==> src/rtl/divider_arbiter.sv <==
// divider_arbiter: round-robin share of one combinational divider between two requesters
// Ports:
//   CLK, RST                      clock (rising edge), synchronous active-high reset
//   REQ_Valid/REQ_Ready [1:0]     per-requester request handshake (bit n = requester n)
//   REQn_OperA/REQn_OperD         requester n dividend / divisor
//   RSP_Valid/RSP_Ready [1:0]     per-requester response handshake, RSP_Valid one-hot
//   RSP_Quotient/Remainder/DivZero registered result returned to the owner
//   Div_OperA/Div_OperD           registered operands driven to the divider
//   Div_Quotient/Div_Remainder    divider results
//   Busy                          high whenever an operation is in flight
module divider_arbiter #(
   parameter int DEVIDENT_LENGTH = 10,
   parameter int DIVISOR_LENGTH  = 5,
   parameter int DIV_LATENCY     = 1
) (
   input  logic                       CLK,
   input  logic                       RST,
   input  logic [1:0]                 REQ_Valid,
   output logic [1:0]                 REQ_Ready,
   input  logic [DEVIDENT_LENGTH-1:0] REQ0_OperA,
   input  logic [DIVISOR_LENGTH-1:0]  REQ0_OperD,
   input  logic [DEVIDENT_LENGTH-1:0] REQ1_OperA,
   input  logic [DIVISOR_LENGTH-1:0]  REQ1_OperD,
   output logic [1:0]                 RSP_Valid,
   input  logic [1:0]                 RSP_Ready,
   output logic [DEVIDENT_LENGTH-1:0] RSP_Quotient,
   output logic [DIVISOR_LENGTH-1:0]  RSP_Remainder,
   output logic                       RSP_DivZero,
   output logic [DEVIDENT_LENGTH-1:0] Div_OperA,
   output logic [DIVISOR_LENGTH-1:0]  Div_OperD,
   input  logic [DEVIDENT_LENGTH-1:0] Div_Quotient,
   input  logic [DIVISOR_LENGTH-1:0]  Div_Remainder,
   output logic                       Busy
);
   localparam int CW = DIV_LATENCY > 1 ? $clog2(DIV_LATENCY) : 1;
   typedef enum logic [1:0] {ST_IDLE, ST_WAIT, ST_RESP} state_t;
   state_t                     state_q, state_d;
   logic                       last_grant_q, last_grant_d;
   logic                       owner_q, owner_d;
   logic [CW-1:0]              cnt_q, cnt_d;
   logic [DEVIDENT_LENGTH-1:0] rsp_quo_q, rsp_quo_d;
   logic [DIVISOR_LENGTH-1:0]  rsp_rem_q, rsp_rem_d;
   logic                       rsp_dz_q, rsp_dz_d;
   logic [DEVIDENT_LENGTH-1:0] div_a_q, div_a_d;
   logic [DIVISOR_LENGTH-1:0]  div_d_q, div_d_d;
   logic [1:0]                 grant, accept;
   logic [DEVIDENT_LENGTH-1:0] sel_a;
   logic [DIVISOR_LENGTH-1:0]  sel_d;
   // contention goes to whichever requester was not served last
   assign grant     = (&REQ_Valid) ? (last_grant_q ? 2'b01 : 2'b10) : REQ_Valid;
   assign REQ_Ready = (state_q == ST_IDLE) ? grant : 2'b00;
   assign accept    = REQ_Valid & REQ_Ready;
   assign sel_a     = accept[1] ? REQ1_OperA : REQ0_OperA;
   assign sel_d     = accept[1] ? REQ1_OperD : REQ0_OperD;
   assign RSP_Valid = (state_q == ST_RESP) ? (owner_q ? 2'b10 : 2'b01) : 2'b00;
   assign RSP_Quotient  = rsp_quo_q;
   assign RSP_Remainder = rsp_rem_q;
   assign RSP_DivZero   = rsp_dz_q;
   assign Div_OperA     = div_a_q;
   assign Div_OperD     = div_d_q;
   assign Busy          = state_q != ST_IDLE;
   always_comb begin
      state_d      = state_q;
      last_grant_d = last_grant_q;
      owner_d      = owner_q;
      cnt_d        = cnt_q;
      rsp_quo_d    = rsp_quo_q;
      rsp_rem_d    = rsp_rem_q;
      rsp_dz_d     = rsp_dz_q;
      div_a_d      = div_a_q;
      div_d_d      = div_d_q;
      case (state_q)
         ST_IDLE: if (|accept) begin
            last_grant_d = accept[1];
            owner_d      = accept[1];
            // a zero divisor is answered directly and never reaches the divider
            if (sel_d == '0) begin
               rsp_quo_d = '1;
               rsp_rem_d = '0;
               rsp_dz_d  = 1'b1;
               state_d   = ST_RESP;
            end else begin
               div_a_d = sel_a;
               div_d_d = sel_d;
               cnt_d   = '0;
               state_d = ST_WAIT;
            end
         end
         ST_WAIT: begin
            cnt_d = cnt_q + CW'(1);
            if (cnt_q == CW'(DIV_LATENCY - 1)) begin
               rsp_quo_d = Div_Quotient;
               rsp_rem_d = Div_Remainder;
               rsp_dz_d  = 1'b0;
               state_d   = ST_RESP;
            end
         end
         ST_RESP: state_d = RSP_Ready[owner_q] ? ST_IDLE : ST_RESP;
         default: state_d = ST_IDLE;
      endcase
   end
   always_ff @(posedge CLK) begin
      if (RST) begin
         state_q      <= ST_IDLE;
         last_grant_q <= 1'b1;
         owner_q      <= 1'b0;
         cnt_q        <= '0;
         rsp_quo_q    <= '0;
         rsp_rem_q    <= '0;
         rsp_dz_q     <= 1'b0;
         div_a_q      <= '0;
         div_d_q      <= '0;
      end else begin
         state_q      <= state_d;
         last_grant_q <= last_grant_d;
         owner_q      <= owner_d;
         cnt_q        <= cnt_d;
         rsp_quo_q    <= rsp_quo_d;
         rsp_rem_q    <= rsp_rem_d;
         rsp_dz_q     <= rsp_dz_d;
         div_a_q      <= div_a_d;
         div_d_q      <= div_d_d;
      end
   end
endmodule

==> config.mk <==
export PLATFORM = sky130hd
export DESIGN_NAME = divider_arbiter
export DESIGN_NICKNAME = d
export VERILOG_FILES = /design/src/rtl/divider_arbiter.sv
export SDC_FILE = /design/constraint.sdc
export NUM_CORES = 1
export LEC_CHECK = 0
export CORE_UTILIZATION = 35
export CTS_CLUSTER_SIZE = 16
export DETAILED_ROUTE_END_ITERATION = 12
export GPL_ROUTABILITY_DRIVEN = 0
export PLACE_DENSITY = 0.76
export SLEW_MARGIN = 10
export SYNTH_ARGS = -nofsm -noshare
export SYNTH_HDL_FRONTEND = slang
export SYNTH_SLANG_ARGS = --single-unit
==> constraint.sdc <==
create_clock -name CLK -period 1.6 [get_ports CLK]
set_input_delay 0.32 -clock CLK [delete_from_list [all_inputs] [get_ports CLK]]
set_output_delay 0.32 -clock CLK [all_outputs]
set_load 0.01 [all_outputs]
* Word-level counts from Yosys, hierarchy flattened
Cells that the tools add are included.
Storage, ports and cells: memories 0, bits in latches 0, memory bits (read-only) 0, bits in registers 36, input port bits 51, word-level logic and storage cells 59, output and inout port bits 36, memory bits (writable) 0
Operators by class: eq/ne operators 6, $add $sub $neg 1, div/mod/pow operators 0, reduce and logical (&&, ||, !) cells 11, bitwise gates (word level) 2, $mul 0, shifts and indexed selects 0, mux-type cells 29, $lt $le $gt $ge 1
Operators with widths (number):
- $mux W10 | 4
- $mux W5 | 4
- $pmux W10 S2 | 1
- $mux W2 | 9
- $pmux W5 S2 | 1
- $mux W1 | 7
- $pmux W2 S3 | 1
- $reduce_and A2 Y1 | 3
- $reduce_and A3 Y1 | 2
- $logic_not A5 Y1 | 1
- $ne A2 B1 Y1 const B | 2
- $ne A2 B2 Y1 const B | 2
- $pmux W1 S2 | 2
- $reduce_and A4 Y1 | 1
- $reduce_bool A2 Y1 | 2
- $and A2 B2 Y2 | 1
- $eq A2 B1 Y1 const B | 1
- $eq A2 B2 Y1 const B | 1
- $logic_not A2 Y1 | 1
- $lt A1 B2 Y1 const B | 1
- $reduce_or A2 Y1 | 1
- $add A1 B1 Y1 const B | 1
- $not A1 Y1 | 1

* Depth between registers and ports, before layout
Gate-level depths: netlist of the first run.
depth after elaboration 9, gate-level depth with buffers 7, mapped depth without buffers 4

* Worst setup path after synthesis of the first run
No wires, ideal clock.
kind reg2out, start register state_q[1], end output REQ_Ready[1], slack -0.033 ns, data required time 1.280 ns, stages on the path, launching flop included 6, arrival time 1.313 ns, buffers on the path 2, cell sequence dfxtp_1 buf_2 a211oi_4 nand2_1 clkbuf_1 inv_1
On the way: cells in the longest elaborated chain, start to end 2
Ends and longest elaborated chain:
- start: declaration | line 37 | state_t state_q, state_d;
- start signal: assignment | line 114 | state_q <= state_d;
- $logic_not A2 Y1 | line 51 | assign REQ_Ready = (state_q == ST_IDLE) ? grant : 2'b00;
- $mux W2 | line 51
- end: declaration | line 19 | output logic [1:0] REQ_Ready,
No other way between the ends.

* Final worst setup path of the first run
start input REQ1_OperD[2], end register div_a_q[7], in the netlist Div_OperA[7]
On the way: cells in the longest elaborated chain, start to end 4
Ends and longest elaborated chain:
- start: declaration | line 23 | input logic [DIVISOR_LENGTH-1:0] REQ1_OperD,
- $mux W5 | line 54 | assign sel_d = accept[1] ? REQ1_OperD : REQ0_OperD;
- $logic_not A5 Y1 | line 77 | if (sel_d == '0) begin
- $not A1 Y1 (no source line)
- $reduce_and A3 Y1 (no source line)
- end signal: assignment | line 121 | div_a_q <= div_a_d;
- end: declaration | line 44 | logic [DEVIDENT_LENGTH-1:0] div_a_q, div_a_d;
No other way between the ends. A chain may end at the register's enable or synchronous reset.

==> run_results.csv, run 1 <==
group,metric,value,unit
timing,worst_slew_pin_slew,0.405,ns
global_route,grt_pass1_vias,1890,
timing,worst_hold_slack,0.350,ns
clock_tree,cts_num_sinks,36,
power_and_ir_drop,worst_case_vdd_ir_drop,0.635,mV
synth,synth_nets,260,
synth,synth_area,1780,um2
synth,post_synth_edffs,0,
placement,port_buffers,86,
clock_tree,max-clock-path-buffers,2,
floorplanning,io_pins,87,
clock_tree,path_clk_slew,0.07,ns
power_and_ir_drop,cellPowerDensity,997,nW/um2
layout,drive_gt1_frac,0.294,
global_route,global_route_wire_length_before_repair,8.97,mm
min_path,holdCritStartpoint,"REQ0_OperD[1]",
global_route,grt_use_total,0.219,
drt,drt-wirelength-per-cell,14.6,um
timing,rsz0062_at_grt,"true",
drt,drtIter0Drc,97,
global_route,grt_max_degree,18,
drt,via_count,2050,
drt,post-route-drc-count,0,
setup_path,critical_path.endpoint_type,"flop",
synth,ys_top_cells_by_count,"36 x sky130_fd_sc_hd__dfxtp_1, 22 x sky130_fd_sc_hd__nand2_1, 19 x sky130_fd_sc_hd__nor2_1, 16 x sky130_fd_sc_hd__a31oi_1",
timing,tcrit_tclk_final,1.06,
setup_path,setup.worst_path.class,"in2reg",
synth,synth.ff_latch_count,36,
run_status,run_status,"finished with violations",
power_and_ir_drop,leakage,1.39,nW
min_path,hold_path_depth,3,
floorplanning,dieWidth,73.4,um
timing,post-route-worst-setup-slack,-0.103,ns
setup_path,worstRegToRegCells,9,
synth,synth.area.top_cells,"sky130_fd_sc_hd__dfxtp_1 40%, sky130_fd_sc_hd__a211oi_2 7.0%, sky130_fd_sc_hd__a311oi_1 6.9%",
synth,synth_ff_type,"sky130_fd_sc_hd__dfxtp_1",
drt,detail_route.first_pass.iterations,4,
floorplanning,die_h,73.4,um
setup_path,regToRegStartpoint,"state_q[0]",
synth,synthCells,209,
clock_tree,cts_root_buf,"sky130_fd_sc_hd__clkbuf_8",
clock_tree,cts.htree.levels,2,
timing,finClkSkew,0.00599,ns
setup_path,r2r_end,"Div_OperA[7]",
global_route,initial_antenna_violation_count,0,
synth,postSynthAreaPerCell,8.53,um2
setup_path,worstSetupStartpointType,"input port",
floorplanning,start_util,0.370,
timing,slew_headroom,0.729,
clock_tree,clock_buffer_count_from_cts,5,
synth,synth_async_sr_flop_share,0,
timing,finalMaxSlewViolations,0,
timing,final_count_of_hold_timing_violations,0,
layout,synthToLayoutAreaGrowth,87.5,%
floorplanning,design.die.area,5380,um2
drt,route.antenna.remaining_nets,0,
floorplanning,row_cnt,25,
synth,yosysWarningCount,0,
min_path,hold_path.class,"in2reg",
min_path,timing.hold.worst_endpoint,"Div_OperD[1]",
timing,finalWorstPathRequiredPeriod,1.70,ns
setup_path,path_max_fanout,6,
synth,post_synth_num_cell_types,37,
floorplanning,coreArea,4820,um2
synth,yosysTopAreaCellShare,0.404,
synth,most_common_cell_in_the_synthesized_netlist,"sky130_fd_sc_hd__dfxtp_1",
clock_tree,clock_tree_from_tritoncts,"yes",
synth,seq_area_frac_synth,0.404,
synth,synthDominantAreaCellType,"sky130_fd_sc_hd__dfxtp_1",
clock_tree,clkLatencyLatePin,0.30,ns
power_and_ir_drop,total_power,0.00333,W
layout,antenna-diode-count,0,
timing,timing.fmax,0.587,GHz
drt,routed_wirelength,5.85,mm
setup_path,critical_path_required,1.78,ns
layout,n_fill_cell,385,
drt,route.detailed.vias_per_inst,5.13,
placement,place.detailed.hpwl,3.90,mm
job,max_cap_viol_count,0,
layout,register_area,727,um2
run_status,failed_checks,"setup timing",
setup_path,worst-endpoint-arrival,1.89,ns
timing,setup_viol,38,
global_route,overflow,0,
setup_path,r2r_slack,-0.10,ns
layout,final_nets,383,
layout,multiInputGateArea,1070,um2
-- metal layers --
layer,vias to the layer above,routed length [um],global-route usage
met3,7,369,0.0645
met2,75,2900,0.384
met1,960,2520,0.261
met5,-,0,0
met4,0,63,0.0556
li1,1008,-,-
-- stage by stage --
stage | std cells | util | worst slack, ns | instance area (um2) | setup TNS (ns)
finish | 400 | 0.694 | -0.103 | 3340 | -1.29
global route | 400 | 0.694 | -0.195 | 3340 | -3.70
floorplan | 209 | - | -0.00567 | 1800 | -0.0560
detailed placement | 382 | 0.614 | -0.831 | 2960 | -23.23
global placement | 382 | 0.614 | -0.736 | 2960 | -21.95
CTS | 398 | 0.671 | -0.0611 | 3230 | -0.277
-- state kept, by name, summed over array words and instances, names as in the netlist --
| register | count |
|---|---|
| Div_OperD | 5 |
| last_grant_q | 1 |
| RSP_DivZero | 1 |
| RSP_Remainder | 5 |
| cnt_q | 1 |
| state_q | 2 |
| owner_q | 1 |
| RSP_Quotient | 10 |
| Div_OperA | 10 |
-- critical path, cell delays in order --
cell	delay, ns
sky130_fd_sc_hd__clkdlybuf4s50_1	0.44
sky130_fd_sc_hd__nor3_2	0.24
sky130_fd_sc_hd__buf_4	0.15
sky130_fd_sc_hd__nand4_4	0.11
sky130_fd_sc_hd__buf_6	0.14
sky130_fd_sc_hd__buf_6	0.10
sky130_fd_sc_hd__buf_4	0.16
sky130_fd_sc_hd__a31oi_1	0.16
sky130_fd_sc_hd__a311oi_1	0.06
-- area by class of cell --
class / instances / share of cell area
timing repair buffer: 133 / 0.389
clock inverter: 2 / 0.0105
tap: 67 / 0.0251
multi-input combinational: 141 / 0.319
inverter: 15 / 0.0168
sequential: 36 / 0.217
clock buffer: 6 / 0.0217
-- kinds of logic (layout without fill, tap and decap cells) --
logic type             after synthesis  after routing  share of synthesized area
DFF                                 36             36                      0.404
muxes                                1              1                    0.00561
buffers and inverters               32            156                     0.0737
and+or+nand+nor                     70             70                      0.197
AOI/OAI and AO/OA                   70             70                      0.319
-- report_power, final --
group / switching [W] / internal [W]
Sequential: 0.0000947 / 0.00104
Clock: 0.000336 / 0.000462
Combinational: 0.000604 / 0.000798
-- how the worst max path moves through the flow --
stage | startpoint | to | slack, ns | cells past startpoint
CTS | state_q[0] | cnt_q | -0.06 | 9
finish | REQ1_OperD[2] | Div_OperA[7] | -0.10 | 9
global route | state_q[0] | cnt_q | -0.19 | 8
global placement | REQ_Valid[0] | Div_OperA[4] | -0.74 | 5
floorplan | state_q[1] | Div_OperA[6] | -0.006 | 6
detailed placement | REQ_Valid[0] | Div_OperA[0] | -0.83 | 5
-- placed cells by master (no fill, tap or decap), types with 2 or more instances in the layout --
master,Yosys,layout
sky130_fd_sc_hd__clkdlybuf4s50_1,0,73
sky130_fd_sc_hd__dfxtp_1,36,33
sky130_fd_sc_hd__buf_4,1,32
sky130_fd_sc_hd__nand2_1,22,21
sky130_fd_sc_hd__nor2_1,19,17
sky130_fd_sc_hd__nand3_1,15,15
sky130_fd_sc_hd__inv_1,15,13
sky130_fd_sc_hd__a31oi_1,16,13
sky130_fd_sc_hd__buf_6,0,13
sky130_fd_sc_hd__a311oi_1,14,11
sky130_fd_sc_hd__a211oi_2,10,10
sky130_fd_sc_hd__a21oi_1,10,8
sky130_fd_sc_hd__a21o_1,5,5
sky130_fd_sc_hd__o21a_1,5,5
sky130_fd_sc_hd__clkbuf_8,0,5
sky130_fd_sc_hd__dlygate4sd2_1,0,5
sky130_fd_sc_hd__a311oi_2,0,3
sky130_fd_sc_hd__dlymetal6s2s_1,0,3
sky130_fd_sc_hd__buf_2,6,3
sky130_fd_sc_hd__buf_12,0,3
sky130_fd_sc_hd__nor3b_2,1,2
sky130_fd_sc_hd__inv_2,0,2
sky130_fd_sc_hd__o21ai_0,2,2
sky130_fd_sc_hd__nor3_4,0,2
sky130_fd_sc_hd__a21oi_2,0,2
sky130_fd_sc_hd__a31oi_4,0,2
sky130_fd_sc_hd__dfxtp_2,0,2
-- timing repair --
| item | CTS | global route |
|---|---|---|
| hold buffers | 0 | 0 |
| setup buffers | 6 | 3 |
| gates cloned | 2 | 0 |
| setup endpoints to repair | 39 | 36 |
| endpoints found under the hold margin | 0 | 0 |
| resized for setup | 49 | 22 |
| pin swaps | 30 | 9 |
(Power assumes the default switching activity.)
==> run 2, diff against run 1 <==
- GPL_TIMING_DRIVEN: default -> 1
==> results of run 2 <==
The final DEF is identical to that of run 1; final timing and power are the same.
==> run 3, diff against run 2 <==
- CORE_MARGIN: default -> 4
- CORE_UTILIZATION: 35 -> 36
- PLACE_DENSITY: 0.76 -> 0.77
==> run_results.csv, run 3 (synthesis results as in run 1) <==
group,metric,value,unit
floorplanning,io_pins,87,
layout,register_area,729,um2
job,max_cap_viol_count,0,
placement,dp_worst_setup_slack,-0.930,ns
layout,drive_gt1_frac,0.312,
layout,synthToLayoutAreaGrowth,85.3,%
layout,post_layout_nonfiller_instances,394,
setup_path,setup.worst_path.class,"reg2reg",
setup_path,cpMostUsedCell,"sky130_fd_sc_hd__buf_6",
drt,route.antenna.remaining_nets,0,
setup_path,crit_chain,"buf_6, a211oi_4, buf_6, buf_6, nand4_4, a31o_4, a211oi_2",
floorplanning,start_util,0.375,
global_route,overflow,0,
power_and_ir_drop,power.share.sequential,0.361,
drt,drt-wirelength-per-cell,15.9,um
clock_tree,cts_root_buf,"sky130_fd_sc_hd__clkbuf_8",
clock_tree,clock_tree_from_tritoncts,"yes",
drt,via_count,2066,
setup_path,critical_path_required,1.81,ns
power_and_ir_drop,power.switching,0.00103,W
power_and_ir_drop,total_power,0.00313,W
timing,finClkSkew,0.00286,ns
global_route,grt_pass1_vias,2144,
global_route,global_route_wire_length_before_repair,9.81,mm
power_and_ir_drop,leakage,1.33,nW
setup_path,worstSetupStartpointType,"flop",
layout,multiInputGateArea,1120,um2
layout,final_nets,378,
floorplanning,row_cnt,25,
power_and_ir_drop,cellPowerDensity,949,nW/um2
timing,final_count_of_hold_timing_violations,0,
clock_tree,holdBufCountCts,0,
drt,route.detailed.vias_per_inst,5.24,
timing,timing.fmax,0.594,GHz
global_route,initial_antenna_violation_count,0,
run_status,run_status,"finished with violations",
setup_path,critical_path.slowest_cell,"sky130_fd_sc_hd__dfxtp_2",
timing,tcrit_tclk_final,1.05,
floorplanning,die_h,78.4,um
setup_path,critical_path.endpoint_type,"flop",
drt,post-route-drc-count,0,
global_route,grt_use_total,0.199,
drt,drtIter0Drc,85,
setup_path,path_max_fanout,10,
run_status,failed_checks,"setup timing",
floorplanning,design.die.area,6140,um2
clock_tree,path_clk_slew,0.07,ns
clock_tree,clock_buffer_count_from_cts,5,
min_path,hold_path.class,"in2reg",
power_and_ir_drop,logic_pwr_share,0.445,
timing,slew_headroom,0.659,
drt,routed_wirelength,6.26,mm
clock_tree,max-clock-path-buffers,2,
layout,antenna-diode-count,0,
setup_path,worst-endpoint-arrival,1.89,ns
setup_path,cpPeakStageDelay,0.34,ns
global_route,grt_max_degree,20,
floorplanning,coreArea,4750,um2
timing,finalMaxSlewViolations,0,
layout,final_cell_mix,"73 x sky130_fd_sc_hd__clkdlybuf4s50_1, 33 x sky130_fd_sc_hd__dfxtp_1, 27 x sky130_fd_sc_hd__buf_4",
drt,detail_route.first_pass.iterations,4,
layout,layout_commonest_cell,"sky130_fd_sc_hd__clkdlybuf4s50_1",
timing,post-route-worst-setup-slack,-0.0848,ns
clock_tree,cts.htree.levels,2,
placement,port_buffers,86,
clock_tree,cts_num_sinks,36,
clock_tree,clkLatencyLatePin,0.29,ns
timing,rsz0062_at_grt,"true",
placement,placedCellCount,380,
power_and_ir_drop,p_clk_frac,0.194,
timing,setup_viol,29,
timing,finalWorstPathRequiredPeriod,1.68,ns
power_and_ir_drop,internal_power,0.00210,W
placement,place.detailed.hpwl,4.06,mm
layout,n_fill_cell,385,
timing,worst_slew_pin_slew,0.512,ns
floorplanning,dieWidth,78.4,um
power_and_ir_drop,worst_case_vdd_ir_drop,0.577,mV
power_and_ir_drop,switching_power_share_of_the_total,0.330,
run 3: cell count changes in the layout (fill, tap and decap cells not counted), sizes merged:
cell,previous run,this run
buf,52,46
clkbuf,6,8
clkdlybuf4s15,0,1
bufinv,1,0
dlygate4sd2,5,4
dlymetal6s2s,3,2
run 3: repair_timing:
item | CTS | global route
gates resized for setup | 53 | 30
hold endpoints to repair | 0 | 0
pin swaps | 34 | 17
cloned | 1 | 0
buffers inserted | 7 | 2
setup endpoints to repair | 39 | 39
run 3: power by group through the flow:
| stage | Clock, W | Combinational (W) | Sequential (W) |
|---|---|---|---|
| 2_1_floorplan | 0 | 0.000519 | 0.00119 |
| 3_3_place_gp | 0 | 0.00119 | 0.00113 |
| 3_5_place_dp | 0 | 0.00121 | 0.00114 |
| 4_1_cts | 0.000624 | 0.00133 | 0.00112 |
| 5_1_grt | 0.000663 | 0.00149 | 0.00115 |
| 6_report | 0.000610 | 0.00139 | 0.00113 |
run 3: per-stage QoR:
step                       util  TNS [ns]  hold WS [ns]  area (um2)
after floorplan               -   -0.0560         0.461        1800
after global placement    0.621    -23.20         0.443        2950
after detailed placement  0.621    -24.02         0.451        2950
after CTS                 0.682     -1.94         0.462        3240
after global routing      0.695     -3.16         0.389        3300
final                     0.695     -1.05         0.387        3300
run 3: critical path: cells and delay by family, from the launching register on:
family          cells  cell delay, ns
compound gates      3            0.80
simple gates        1            0.09
flops               1            0.34
buf+inv             3            0.37
run 3: routing by layer:
| metal | global-route usage | wire (um) |
|---|---|---|
| met5 | 0 | 0 |
| met4 | 0.0857 | 127 |
| met3 | 0.0654 | 417 |
| met2 | 0.356 | 3240 |
| met1 | 0.214 | 2480 |
run 3: area by class of cell:
| class | count | area share |
|---|---|---|
| timing repair buffer | 128 | 0.373 |
| multi-input combinational | 141 | 0.340 |
| sequential | 36 | 0.221 |
| tap | 67 | 0.0254 |
| clock buffer | 6 | 0.0220 |
| inverter | 15 | 0.0170 |
| clock inverter | 1 | 0.00151 |
run 3: final timing paths:
| check | cells after the start | to | slack, ns | startpoint |
|---|---|---|---|---|
| worst min-delay path | 3 | Div_OperD[1] | 0.39 | REQ0_OperD[1] |
| worst max register to register | 7 | RSP_Quotient[0] | -0.08 | state_q[0] |
| worst max-delay path | 7 | RSP_Quotient[0] | -0.08 | state_q[0] |
| worst min register to register | 2 | RSP_Quotient[6] | 0.46 | RSP_Quotient[6] |
